`config.mk`:
```
export PLATFORM = sky130hd
export DESIGN_NAME = ones_stream_gen
export DESIGN_NICKNAME = d
export VERILOG_FILES = /design/src/rtl/ones_stream_gen_pkg.sv /design/src/rtl/ones_stream_gen_therm_encoder.sv /design/src/rtl/ones_stream_gen.sv
export SDC_FILE = /design/constraint.sdc
export NUM_CORES = 1
export LEC_CHECK = 0
export ABC_AREA = 1
export BUFFER_PORTS_ARGS = -buffer_cell sky130_fd_sc_hd__buf_2
export CORE_UTILIZATION = 55
export DETAILED_ROUTE_END_ITERATION = 10
export HOLD_SLACK_MARGIN = 0.06
export PLACE_DENSITY = 0.87
export SYNTH_ARGS = -nofsm -noshare
export SYNTH_HDL_FRONTEND = slang
export SYNTH_HIERARCHICAL = 1
export SYNTH_SLANG_ARGS = --single-unit
```
`constraint.sdc`:
```
create_clock -name clk -period 3.1 [get_ports clk]
set_clock_uncertainty 0.15 [all_clocks]
set_input_delay 0.31 -clock clk [delete_from_list [all_inputs] [get_ports clk]]
set_output_delay 0.31 -clock clk [all_outputs]
set_load 0.05 [all_outputs]
```
`src/rtl/ones_stream_gen_pkg.sv`:
```
// Shared definitions for the thermometer-frame generator: FSM states and
// default frame geometry.
package ones_stream_gen_pkg;

  localparam int DEF_WIDTH = 15;
  localparam int DEF_CW    = 4;

  typedef enum logic {
    IDLE = 1'b0,
    SEND = 1'b1
  } state_t;

endpackage

```
`src/rtl/ones_stream_gen_therm_encoder.sv`:
```
// Combinational thermometer encoder: bit i of word is set iff i < count.
// Counts above WIDTH saturate to an all-ones word and raise clamp.
module therm_encoder
  import ones_stream_gen_pkg::*;
#(
  parameter int WIDTH = DEF_WIDTH,
  parameter int CW    = DEF_CW
) (
  input  logic [CW-1:0]    count,
  output logic [WIDTH-1:0] word,
  output logic             clamp
);

  localparam logic [CW-1:0] WMAX = CW'(WIDTH);

  // A count larger than WIDTH already sets every bit, so clamping is implicit.
  for (genvar g = 0; g < WIDTH; g++) begin : g_bit
    assign word[g] = (count > CW'(g));
  end

  assign clamp = (count > WMAX);

endmodule

```
`src/rtl/ones_stream_gen.sv`:
```
// Serial thermometer-frame generator: accepts a ones count and emits a
// WIDTH-bit frame with exactly min(count, WIDTH) leading ones, LSB first.
module ones_stream_gen
  import ones_stream_gen_pkg::*;
#(
  parameter int WIDTH = DEF_WIDTH,
  parameter int CW    = DEF_CW
) (
  input  logic             clk,
  input  logic             rst,
  input  logic             in_valid,
  output logic             in_ready,
  input  logic [CW-1:0]    in_count,
  output logic             out_valid,
  input  logic             out_ready,
  output logic             out_bit,
  output logic             out_last,
  output logic [WIDTH-1:0] word_out,
  output logic             word_valid,
  output logic             sat
);

  localparam logic [CW-1:0] LAST_IDX = CW'(WIDTH - 1);

  state_t           state_r;
  logic [CW-1:0]    idx_r;
  logic [CW-1:0]    idx_nxt_s;
  logic [WIDTH-1:0] enc_word_s;
  logic             enc_clamp_s;

  therm_encoder #(
    .WIDTH (WIDTH),
    .CW    (CW)
  ) u_enc (
    .count (in_count),
    .word  (enc_word_s),
    .clamp (enc_clamp_s)
  );

  assign idx_nxt_s = idx_r + {{(CW-1){1'b0}}, 1'b1};

  // Frame FSM; every output is a register so the serial bit is picked from
  // the stored word one cycle ahead of when it is presented.
  always_ff @(posedge clk) begin
    if (rst) begin
      state_r    <= IDLE;
      idx_r      <= {CW{1'b0}};
      in_ready   <= 1'b1;
      out_valid  <= 1'b0;
      out_bit    <= 1'b0;
      out_last   <= 1'b0;
      word_out   <= {WIDTH{1'b0}};
      word_valid <= 1'b0;
      sat        <= 1'b0;
    end else begin
      word_valid <= 1'b0;
      case (state_r)
        IDLE: begin
          if (in_valid) begin
            state_r    <= SEND;
            idx_r      <= {CW{1'b0}};
            in_ready   <= 1'b0;
            out_valid  <= 1'b1;
            out_bit    <= enc_word_s[0];
            out_last   <= (LAST_IDX == {CW{1'b0}});
            word_out   <= enc_word_s;
            word_valid <= 1'b1;
            sat        <= enc_clamp_s;
          end else begin
            in_ready  <= 1'b1;
            out_valid <= 1'b0;
          end
        end
        SEND: begin
          if (out_ready) begin
            if (out_last) begin
              state_r   <= IDLE;
              idx_r     <= {CW{1'b0}};
              in_ready  <= 1'b1;
              out_valid <= 1'b0;
              out_bit   <= 1'b0;
              out_last  <= 1'b0;
            end else begin
              idx_r    <= idx_nxt_s;
              out_bit  <= word_out[idx_nxt_s];
              out_last <= (idx_nxt_s == LAST_IDX);
            end
          end else begin
            // Backpressure: hold index and presented bit.
            idx_r    <= idx_r;
            out_bit  <= out_bit;
            out_last <= out_last;
          end
        end
        default: begin
          state_r   <= IDLE;
          idx_r     <= {CW{1'b0}};
          in_ready  <= 1'b1;
          out_valid <= 1'b0;
          out_bit   <= 1'b0;
          out_last  <= 1'b0;
        end
      endcase
    end
  end

endmodule

```
* Word-level counts from Yosys, hierarchy flattened
Cells that the tools add are included.
** Cells by class
- Add/subtract/negate cells :: 1
- $mul :: 0
- Div/mod/pow operators :: 0
- $lt $le $gt $ge :: 17
- Equal/unequal tests :: 4
- Shift-type cells :: 0
- Muxes and demuxes :: 25
- Bitwise operators :: 1
- Reductions and logical operators :: 4
** Operator list (count)
- 4-bit > comparator (second input constant) :: 8
- 4-bit by 3-bit > comparator with 1-bit output (second input constant) :: 4
- 1-bit two-way mux :: 15
- 4-bit two-way mux :: 3
- 1-bit case mux with 2 select lines :: 5
- 4-bit by 1-bit > comparator with 1-bit output (second input constant) :: 2
- 4-bit by 2-bit > comparator with 1-bit output (second input constant) :: 2
- 4-bit case mux with 2 select lines :: 1
- 2-bit inequality test (second input constant) :: 3
- 2-bit AND reduction :: 3
- 4-bit by 5-bit less-than comparator with 1-bit output (second input constant) :: 1
- 4-bit by 1-bit adder with 4-bit output (second input constant) :: 1
- 1-bit binary-select mux with 4-bit select :: 1
- 4-bit == test (second input constant) :: 1
- 2-bit OR reduction :: 1
- 1-bit inverter :: 1
** Storage, ports and cells
- Flip-flop bits (word level) :: 26
- Latch bits :: 0
- RAM bits :: 0
- ROM bits :: 0
- Input port bits :: 8
- Output and inout port bits :: 21
- Word-level logic and storage cells :: 61
- Memories :: 0

* Depth between registers and ports, before layout
Gate-level depths: netlist of run 1.
- Depth after elaboration :: 6
- Depth in mapped cells :: 9
- Mapped depth without buffers :: 9

* Modules after synthesis
Netlist of run 1, hierarchy kept.
** By module, submodules not included
- ones_stream_gen :: times used 1, cells each 152, area an instance 1166.1 um^2, sequential area each 520.5 um^2
- therm_encoder :: times used 1, cells each 28, area an instance 113.9 um^2, sequential area each 0.0 um^2

* Worst setup path before layout of run 1
Ideal clock, no wire load.
- Path kind :: register -> register
- Start point :: reg idx_r[1]
- End point :: reg out_bit
- Library setup time :: 0.067 ns
- Arrival :: 1.274 ns
- Data required time :: 2.883 ns
- Path slack :: 1.610 ns
- Cell stages (with the launch flop) :: 10
- Path buffers :: 0
- Period minus slack after synthesis :: 1.490 ns
- Cell sequence :: dfxtp_1 inv_1 ha_1 inv_1 nand3_1 nand3_1 nand3_1 nand2_1 nand2_1 a21oi_2
** Between the ends
- Longest elaborated chain between the ends :: 6
** Ends and longest elaborated chain
- start: declaration :: RTL line ones_stream_gen.sv:26 : logic [CW-1:0] idx_r;
- start signal: assignment :: RTL line ones_stream_gen.sv:47 : idx_r <= {CW{1'b0}};
- start signal: assignment :: RTL line ones_stream_gen.sv:61 : idx_r <= {CW{1'b0}};
- start signal: assignment :: RTL line ones_stream_gen.sv:78 : idx_r <= {CW{1'b0}};
- 4-bit by 1-bit adder with 4-bit output :: RTL line ones_stream_gen.sv:40 : assign idx_nxt_s = idx_r + {{(CW-1){1'b0}}, 1'b1};
- 1-bit binary-select mux with 4-bit select :: RTL line ones_stream_gen.sv:85 : out_bit <= word_out[idx_nxt_s];
- 1-bit two-way mux (not written as such) :: RTL line ones_stream_gen.sv:85
- 1-bit two-way mux :: RTL line ones_stream_gen.sv:76 : if (out_last) begin
- 1-bit two-way mux :: RTL line ones_stream_gen.sv:75 : if (out_ready) begin
- 1-bit case mux with 2 select lines :: RTL line ones_stream_gen.sv:57 : case (state_r)
- end signal: assignment :: RTL line ones_stream_gen.sv:64 : out_bit <= enc_word_s[0];
- end signal: assignment :: RTL line ones_stream_gen.sv:85
- end signal: assignment :: RTL line ones_stream_gen.sv:91 : out_bit <= out_bit;
- end: declaration :: RTL line ones_stream_gen.sv:16 : output logic out_bit,
No other way between the ends. The select of a mux whose other input is x is not followed.
A chain may end at the register's enable or synchronous reset.

* Worst setup path in the final report of run 1
- Start point :: reg idx_r[0]
- End point :: reg out_bit
The elaborated chain is that of the path after synthesis.

==> results of run 1 <==
[power by group]
| part | total [µW] | switching, µW | internal, µW |
|---|---|---|---|
| clock | 237 | 106 | 131 |
| combinational | 234 | 176 | 58.1 |
| sequential | 380 | 18.1 | 362 |
| total | 851 | 300 | 551 |
[worst paths after layout]
path / endpoint / slack [ps] / cells after the start
min: idx_r[3]$_SDFFE_PP0P_ / 100 / 2
max reg2reg: out_bit$_SDFFE_PP0P_ / 1280 / 8
max: out_bit$_SDFFE_PP0P_ / 1280 / 8
min reg2reg: out_valid$_SDFFE_PP0P_ / 330 / 1
[cells in the mapped netlist, drive strengths merged]
library cell	number	area share (%)
a211oi	3	1.8
a21oi	22	8.9
buf	4	2.7
clkbuf	4	1.3
conb	1	0.29
dfxtp	26	41
ha	2	2.0
inv	29	8.5
nand2	32	9.6
nand3	18	7.4
nor2	13	4.4
nor3	1	0.78
o21a	1	0.59
o21ai	20	7.8
xnor2	2	2.0
xor2	2	1.4
[area by class of cell]
type	instances	area share (%)
inverters	29	7.47
well taps	28	2.41
clock inverters	1	2.06
multi-input cells	117	41.2
repair buffers	28	9.62
clock buffers	3	1.55
flip-flops and latches	26	35.7
[registers in the layout, summed over array words and instances (netlist names)]
| name | count |
|---|---|
| out_last | 1 |
| word_valid | 1 |
| out_valid | 1 |
| in_ready | 1 |
| out_bit | 1 |
| sat | 1 |
| idx_r | 4 |
| state_r | 1 |
| word_out | 15 |
[layer usage]
metal / vias up / global-route usage (%) / routed length (µm)
li1: 623 / - / -
met5: - / 0 / 0
met4: 0 / 12.9 / 26
met1: 544 / 32.2 / 1340
met2: 33 / 40.9 / 1380
met3: 4 / 3.33 / 110
[metrics by stage]
stage	hold WS (ps)	setup WS [ps]	instances
finish	103	1280	232
global route	94.5	1160	232
CTS	98.2	1310	232
detailed placement	299	1330	228
global placement	293	1430	228
floorplan	317	1610	180
[worst reg2reg max path, stage by stage, from the launching register on]
cell	delay [ps]
dfxtp_1	590
ha_1	360
inv_1	160
nand3_1	120
nand3_1	80
nand3_1	60
nand2_1	70
nand2_1	70
a21oi_2	120
[logic make-up (layout without fill, tap and decap cells)]
kind of cell	Yosys count	in the layout	share of synthesized area [%]
and+or+nand+nor	64	64	22.2
AOI/OAI and AO/OA	46	46	19.1
buffers and inverters	37	61	12.5
DFF	26	26	40.7
xor gates and xnor gates	4	4	3.32
adders and majority gates	2	2	1.95
other	1	1	0.293
==> metrics.log, run 1 <==
INFO  metric die_width = between 50 and 60 µm
INFO  metric ys_types = 26
INFO  metric clock_sinks = 26
INFO  metric grt_first_pass_wirelength = approximately 4800 µm
INFO  metric clk_pin_slew = 140 ps
INFO  metric rsz0062_at_grt = no
INFO  metric hold_violations = 0
INFO  metric power_per_cell_area = 585 mW/mm²
INFO  metric routedWlPerCell = 12.3 µm
INFO  metric io_pins = 29
INFO  metric diodes = 0
INFO  metric cp_cell_sequence = ha_1 -> inv_1 -> nand3_1 -> nand3_1 -> nand3_1 -> nand2_1 -> nand2_1 -> a21oi_2
INFO  metric multi_input_area = 599 µm²
INFO  metric worstPathRequired = 3230 ps
INFO  metric initial_drt_pass_iterations = 4
INFO  metric initial_core_util = between 50% and 60%
INFO  metric layout.cell_area.non_filler = approximately 0.0015 mm²
INFO  metric setup_violations = 0
INFO  metric buffer_ports.inserted = 28
INFO  metric cpMostUsedCell = nand3_1
INFO  metric synth_cells = 180
INFO  metric crit_path_end_kind = register
INFO  metric setup-tns-final = 0 ps
INFO  metric tritoncts = built
INFO  metric cellLeakagePower = 0.000726 µW
INFO  metric drt_drc_violations_left = 0
INFO  metric power.total = 851 µW
INFO  metric syn-cell-area = 0.00128 mm²
INFO  metric rows = 17
INFO  metric grt_antenna_before_repair = 0
INFO  metric final_core_utilization = 65.8%
INFO  metric irDropWorstVdd = ~440 µV
INFO  metric areaGrowthSynthToFinish = 13.8%
INFO  metric period_minus_slack = between 1500 and 2000 ps
INFO  metric status = finished clean
INFO  metric proportion_of_layout_cells_with_a_drive_suffix_above_1 = 19.6%
INFO  metric drt_wl_total = 2860 µm
INFO  metric min_path_type = primary input to register
INFO  metric area.sequential = around 520 µm²
INFO  metric finish.net_count = approximately 220
INFO  metric grt_start_max_net_pins = 36
INFO  metric post-cts-setup-buffers = 0
INFO  metric max_freq = approximately 0.55 GHz
INFO  metric n_fill_cell = 199
INFO  metric arrival = 1950 ps
INFO  metric worstMarginPinSlew = 531 ps
INFO  metric grt_util_all_layers = 25.2%
INFO  metric crit_path_category = register to register
INFO  metric synth_seq_area_share = 40.7%
INFO  metric timing.final.max_slew_violations = 0
INFO  metric place.gp.congestion = 0.780
INFO  metric synth_seq_cells = 26
INFO  metric design.die.area = 0.00252 mm²
INFO  metric ctsHoldBuffers = 0
INFO  metric fin_crit_sh = between 50% and 60%
INFO  metric cts_inserted_buffers = 3
INFO  metric number_of_synthesis_warnings = 6
INFO  metric crit_path_max_incr_delay = 590 ps
INFO  metric dpl.hpwl = 2100 µm
INFO  metric timing.rr.start = idx_r[0]$_SDFFE_PP0P_
INFO  metric mostFrequentLayoutCell = nand2_1
INFO  metric hold_start = rst
INFO  metric die_y = 50.2 µm
INFO  metric detail_route.iter0.violations = 48
INFO  metric cts_root_buffer = clkbuf_4
INFO  metric critical_path.max_fanout = 12
INFO  metric drv.max_cap_violation_count = 0
INFO  metric postPlaceCellArea = 0.00140 mm²
INFO  metric worstSetupStartpoint = idx_r[0]$_SDFFE_PP0P_
INFO  metric core_area = 0.00221 mm²
INFO  metric clock_insertion_delay_worst_skew = approximately 330 ps
INFO  metric cp_num_buf_inv = 1
INFO  metric grt_overflow_total = 0
INFO  metric cts_htree_levels = 1
INFO  metric ctsResizeCount = 0
INFO  metric launching_element_type_of_the_critical_path = register
INFO  metric viasPerCell = 5.19
INFO  metric crit_slowest_cell = dfxtp_1
INFO  metric family_of_cells_with_the_greatest_summed_delay_on_the_critical_path = flip-flops
INFO  metric syn_area_per_cell = just over 7 µm²
INFO  metric antenna_violating_nets_post_route = 0
INFO  metric syn_nets = 190
INFO  metric ctsLongestPathBuffers = 2
INFO  metric routed_vias = 1204
INFO  metric grt_pass1_vias = 1090
INFO  metric relSlewSlack = between 60% and 70%
INFO  metric final_cell_mix = nand2_1, buf_2, inv_1
(Power assumes the default switching activity.)
==> run 2: changes to the inputs <==
--- a/config.mk
+++ b/config.mk
@@ -7,10 +7,10 @@
 export LEC_CHECK = 0
 export ABC_AREA = 1
 export BUFFER_PORTS_ARGS = -buffer_cell sky130_fd_sc_hd__buf_2
-export CORE_UTILIZATION = 55
+export CORE_UTILIZATION = 47
 export DETAILED_ROUTE_END_ITERATION = 10
 export HOLD_SLACK_MARGIN = 0.06
-export PLACE_DENSITY = 0.87
+export PLACE_DENSITY = 0.8
 export SYNTH_ARGS = -nofsm -noshare
 export SYNTH_HDL_FRONTEND = slang
 export SYNTH_HIERARCHICAL = 1
==> constraint.sdc (replaced) <==
create_clock -name clk -period 1.6 [get_ports clk]
set_clock_uncertainty 0.15 [all_clocks]
set_input_delay 0.16 -clock clk [delete_from_list [all_inputs] [get_ports clk]]
set_output_delay 0.16 -clock clk [all_outputs]
set_load 0.05 [all_outputs]
==> metrics.log, run 2 (synthesis gave the netlist of run 1 again) <==
INFO  metric status = finished clean
INFO  metric crit_path_max_incr_delay = 370 ps (-220 ps)
INFO  metric grt_util_met1 = 29.5% (-2.7 points)
INFO  metric place.gp.congestion = 0.909 (+17%)
INFO  metric worstPathRequired = 1670 ps (-1560 ps)
INFO  metric worst-r2r-cell-count = 7 (-1)
INFO  metric launching_element_type_of_the_critical_path = register
INFO  metric arrival = 1570 ps (-380 ps)
INFO  metric critical_path.max_fanout = 3 (-9)
INFO  metric finish.net_count = 221 (+2.8%)
INFO  metric setup-tns-final = 0 ps (unchanged)
INFO  metric areaGrowthSynthToFinish = 18.0%
INFO  metric grt_util_all_layers = 21.5% (-3.7 points)
INFO  metric crit_slowest_cell = dfxtp_2
INFO  metric fin_crit_sh = 93.5% (+35 points)
INFO  metric timing.final.max_slew_violations = 0 (unchanged)
INFO  metric min_path_type = primary input to register
INFO  metric rsz0062_at_grt = no
INFO  metric worstSetupStartpoint = idx_r[0]$_SDFFE_PP0P_
INFO  metric grt_first_pass_wirelength = 4470 µm (-7.7%)
INFO  metric initial_drt_pass_iterations = 4 (unchanged)
INFO  metric clk_pin_slew = 130 ps (about the same)
INFO  metric die_width = 54.2 µm (+7.9%)
INFO  metric grt_pass1_vias = 1037 (-4.9%)
INFO  metric drt_wl_total = 2710 µm (-5.2%)
INFO  metric grt_overflow_total = 0 (unchanged)
INFO  metric reg2reg_setup_slack = 100 ps (-1170 ps)
INFO  metric setup_violations = 0 (unchanged)
INFO  metric post-cts-setup-buffers = 0 (unchanged)
INFO  metric n_fill_cell = 254 (+28%)
INFO  metric initial_core_util = 50.7% (-7.1 points)
INFO  metric dpl.hpwl = 2010 µm (-4.2%)
INFO  metric globalRoute.busiestLayer = met2
INFO  metric detail_route.iter0.violations = 39 (-19%)
INFO  metric grt_antenna_before_repair = 0 (unchanged)
INFO  metric cp_cell_sequence = ha_1 -> xnor2_1 -> nand3_1 -> nand3_1 -> nand2_1 -> nand2_1 -> a21oi_2
INFO  metric mostFrequentLayoutCell = nand2_1
INFO  metric numPlacedInstances = 233 (+2.2%)
INFO  metric groute.layer.met2.usage = 31.9% (-9.0 points)
INFO  metric cellLeakagePower = 0.000745 µW (+2.7%)
INFO  metric grt_start_max_net_pins = 24 (-33%)
INFO  metric top_regs = word_out: 15 flops, idx_r: 4 flops
INFO  metric crit_path_category = register to register
INFO  metric proportion_of_layout_cells_with_a_drive_suffix_above_1 = 22.4% (+2.8 points)
INFO  metric cts_root_buffer = clkbuf_4
INFO  metric worstReg2RegEnd = out_bit$_SDFFE_PP0P_
INFO  metric grt.met3_usage = 3.95% (+0.62 points)
INFO  metric hold_start = in_valid
INFO  metric hold_path_end = out_bit$_SDFFE_PP0P_
INFO  metric max_freq = 0.668 GHz (+22%)
INFO  metric die_y = 54.2 µm (+7.9%)
INFO  metric io_pins = 29 (unchanged)
INFO  metric core_area = 0.00252 mm² (+14%)
INFO  metric cts_htree_levels = 1 (unchanged)
INFO  metric rows = 18 (+1)
INFO  metric drt_drc_violations_left = 0 (unchanged)
INFO  metric viasPerCell = 5.12 (-1.4%)
INFO  metric period_minus_slack = 1500 ps (-325 ps)
INFO  metric ctsLongestPathBuffers = 2 (unchanged)
INFO  metric irDropWorstVdd = 729 µV (+67%)
INFO  metric largest_register_ff_count = 15 (unchanged)
INFO  metric buffer_ports.inserted = 28 (unchanged)
INFO  metric timing.rr.start = idx_r[0]$_SDFFE_PP0P_
INFO  metric routedWlPerCell = 11.3 µm (-8.3%)
INFO  metric final_cell_mix = nand2_1, buf_2, inv_1
INFO  metric clock_insertion_delay_worst_skew = 320 ps (about the same)
INFO  metric antenna_violating_nets_post_route = 0 (unchanged)
INFO  metric power_per_cell_area = 1020 mW/mm² (+75%)
INFO  metric worst_hold_path.num_cells = 5 (+3)
INFO  metric clock_sinks = 26 (unchanged)
INFO  metric cts_inserted_buffers = 3 (unchanged)
INFO  metric routed_vias = 1228 (+2.0%)
INFO  metric drv.max_cap_violation_count = 0 (unchanged)
INFO  metric hold_violations = 0 (unchanged)
INFO  metric crit_path_end_kind = register
INFO  metric design.die.area = 0.00294 mm² (+16%)
INFO  metric diodes = 0 (unchanged)
INFO  metric stdcell_count = 240 (+3.4%)
INFO  metric tritoncts = built
INFO  metric max_flop_register = word_out
run 2: changes by cell type in the layout (fill, tap and decap cells not counted), sizes merged:
cell	previous run	this run
buf	28	31
bufinv	1	0
clkbuf	3	4
dlygate4sd3	0	3
run 2: metal layers:
metal / vias to the layer above / wire length [µm]
met5: - / 0
met4: 0 / 40
met3: 4 / 126
met2: 37 / 1220
met1: 554 / 1330
li1: 633 / -
run 2: repair_timing:
item / 4_1_cts / 5_1_grt
endpoints found under the setup margin: 0 / 1
hold buffers: 3 / 0
hold endpoints to repair: 11 / 0
gates resized for setup: 0 / 6
run 2: metrics by stage:
step,hold slack (ps),setup WS (ps),instance area [µm²],utilization (%),total power [µW]
final,134,104,1510,59.9,1550
after global routing,138,29.7,1510,59.9,1640
after CTS,124,0.00733,1500,59.3,1540
after detailed placement,304,24.5,1430,56.6,1210
after global placement,299,65.7,1430,56.6,1200
after floorplan,167,110,1280,-,1110
run 2: area by class of cell:
class                           instances  area [µm²]  area share (%)
Multi-Input combinational cell        117         612            40.5
Sequential cell                        26         523            34.6
Timing Repair Buffer                   34         193            12.8
Inverter                               29         109            7.21
Tap cell                               30        37.5            2.49
Clock buffer                            4        36.3            2.40
run 2: how the worst max path moves through the flow:
| stage | end | depth (start not counted) |
|---|---|---|
| after detailed placement | out_bit$_SDFFE_PP0P_ | 9 |
| after floorplan | out_bit$_SDFFE_PP0P_ | 9 |
| after global placement | out_bit$_SDFFE_PP0P_ | 9 |
| final | out_bit$_SDFFE_PP0P_ | 7 |
| after global routing | out_bit$_SDFFE_PP0P_ | 7 |
| after CTS | out_bit$_SDFFE_PP0P_ | 9 |
run 2: worst max-delay path: cells and delay by family (launching register included):
kind	cells	cell delay [ps]
compound gates	1	50
xor+xnor	1	290
fa+ha+maj	1	230
flops	1	370
simple gates	4	330
run 2: power by group:
part,total [µW],internal [µW],switching (µW)
logic,483,134,349
registers,731,702,28.5
clock network,331,139,192
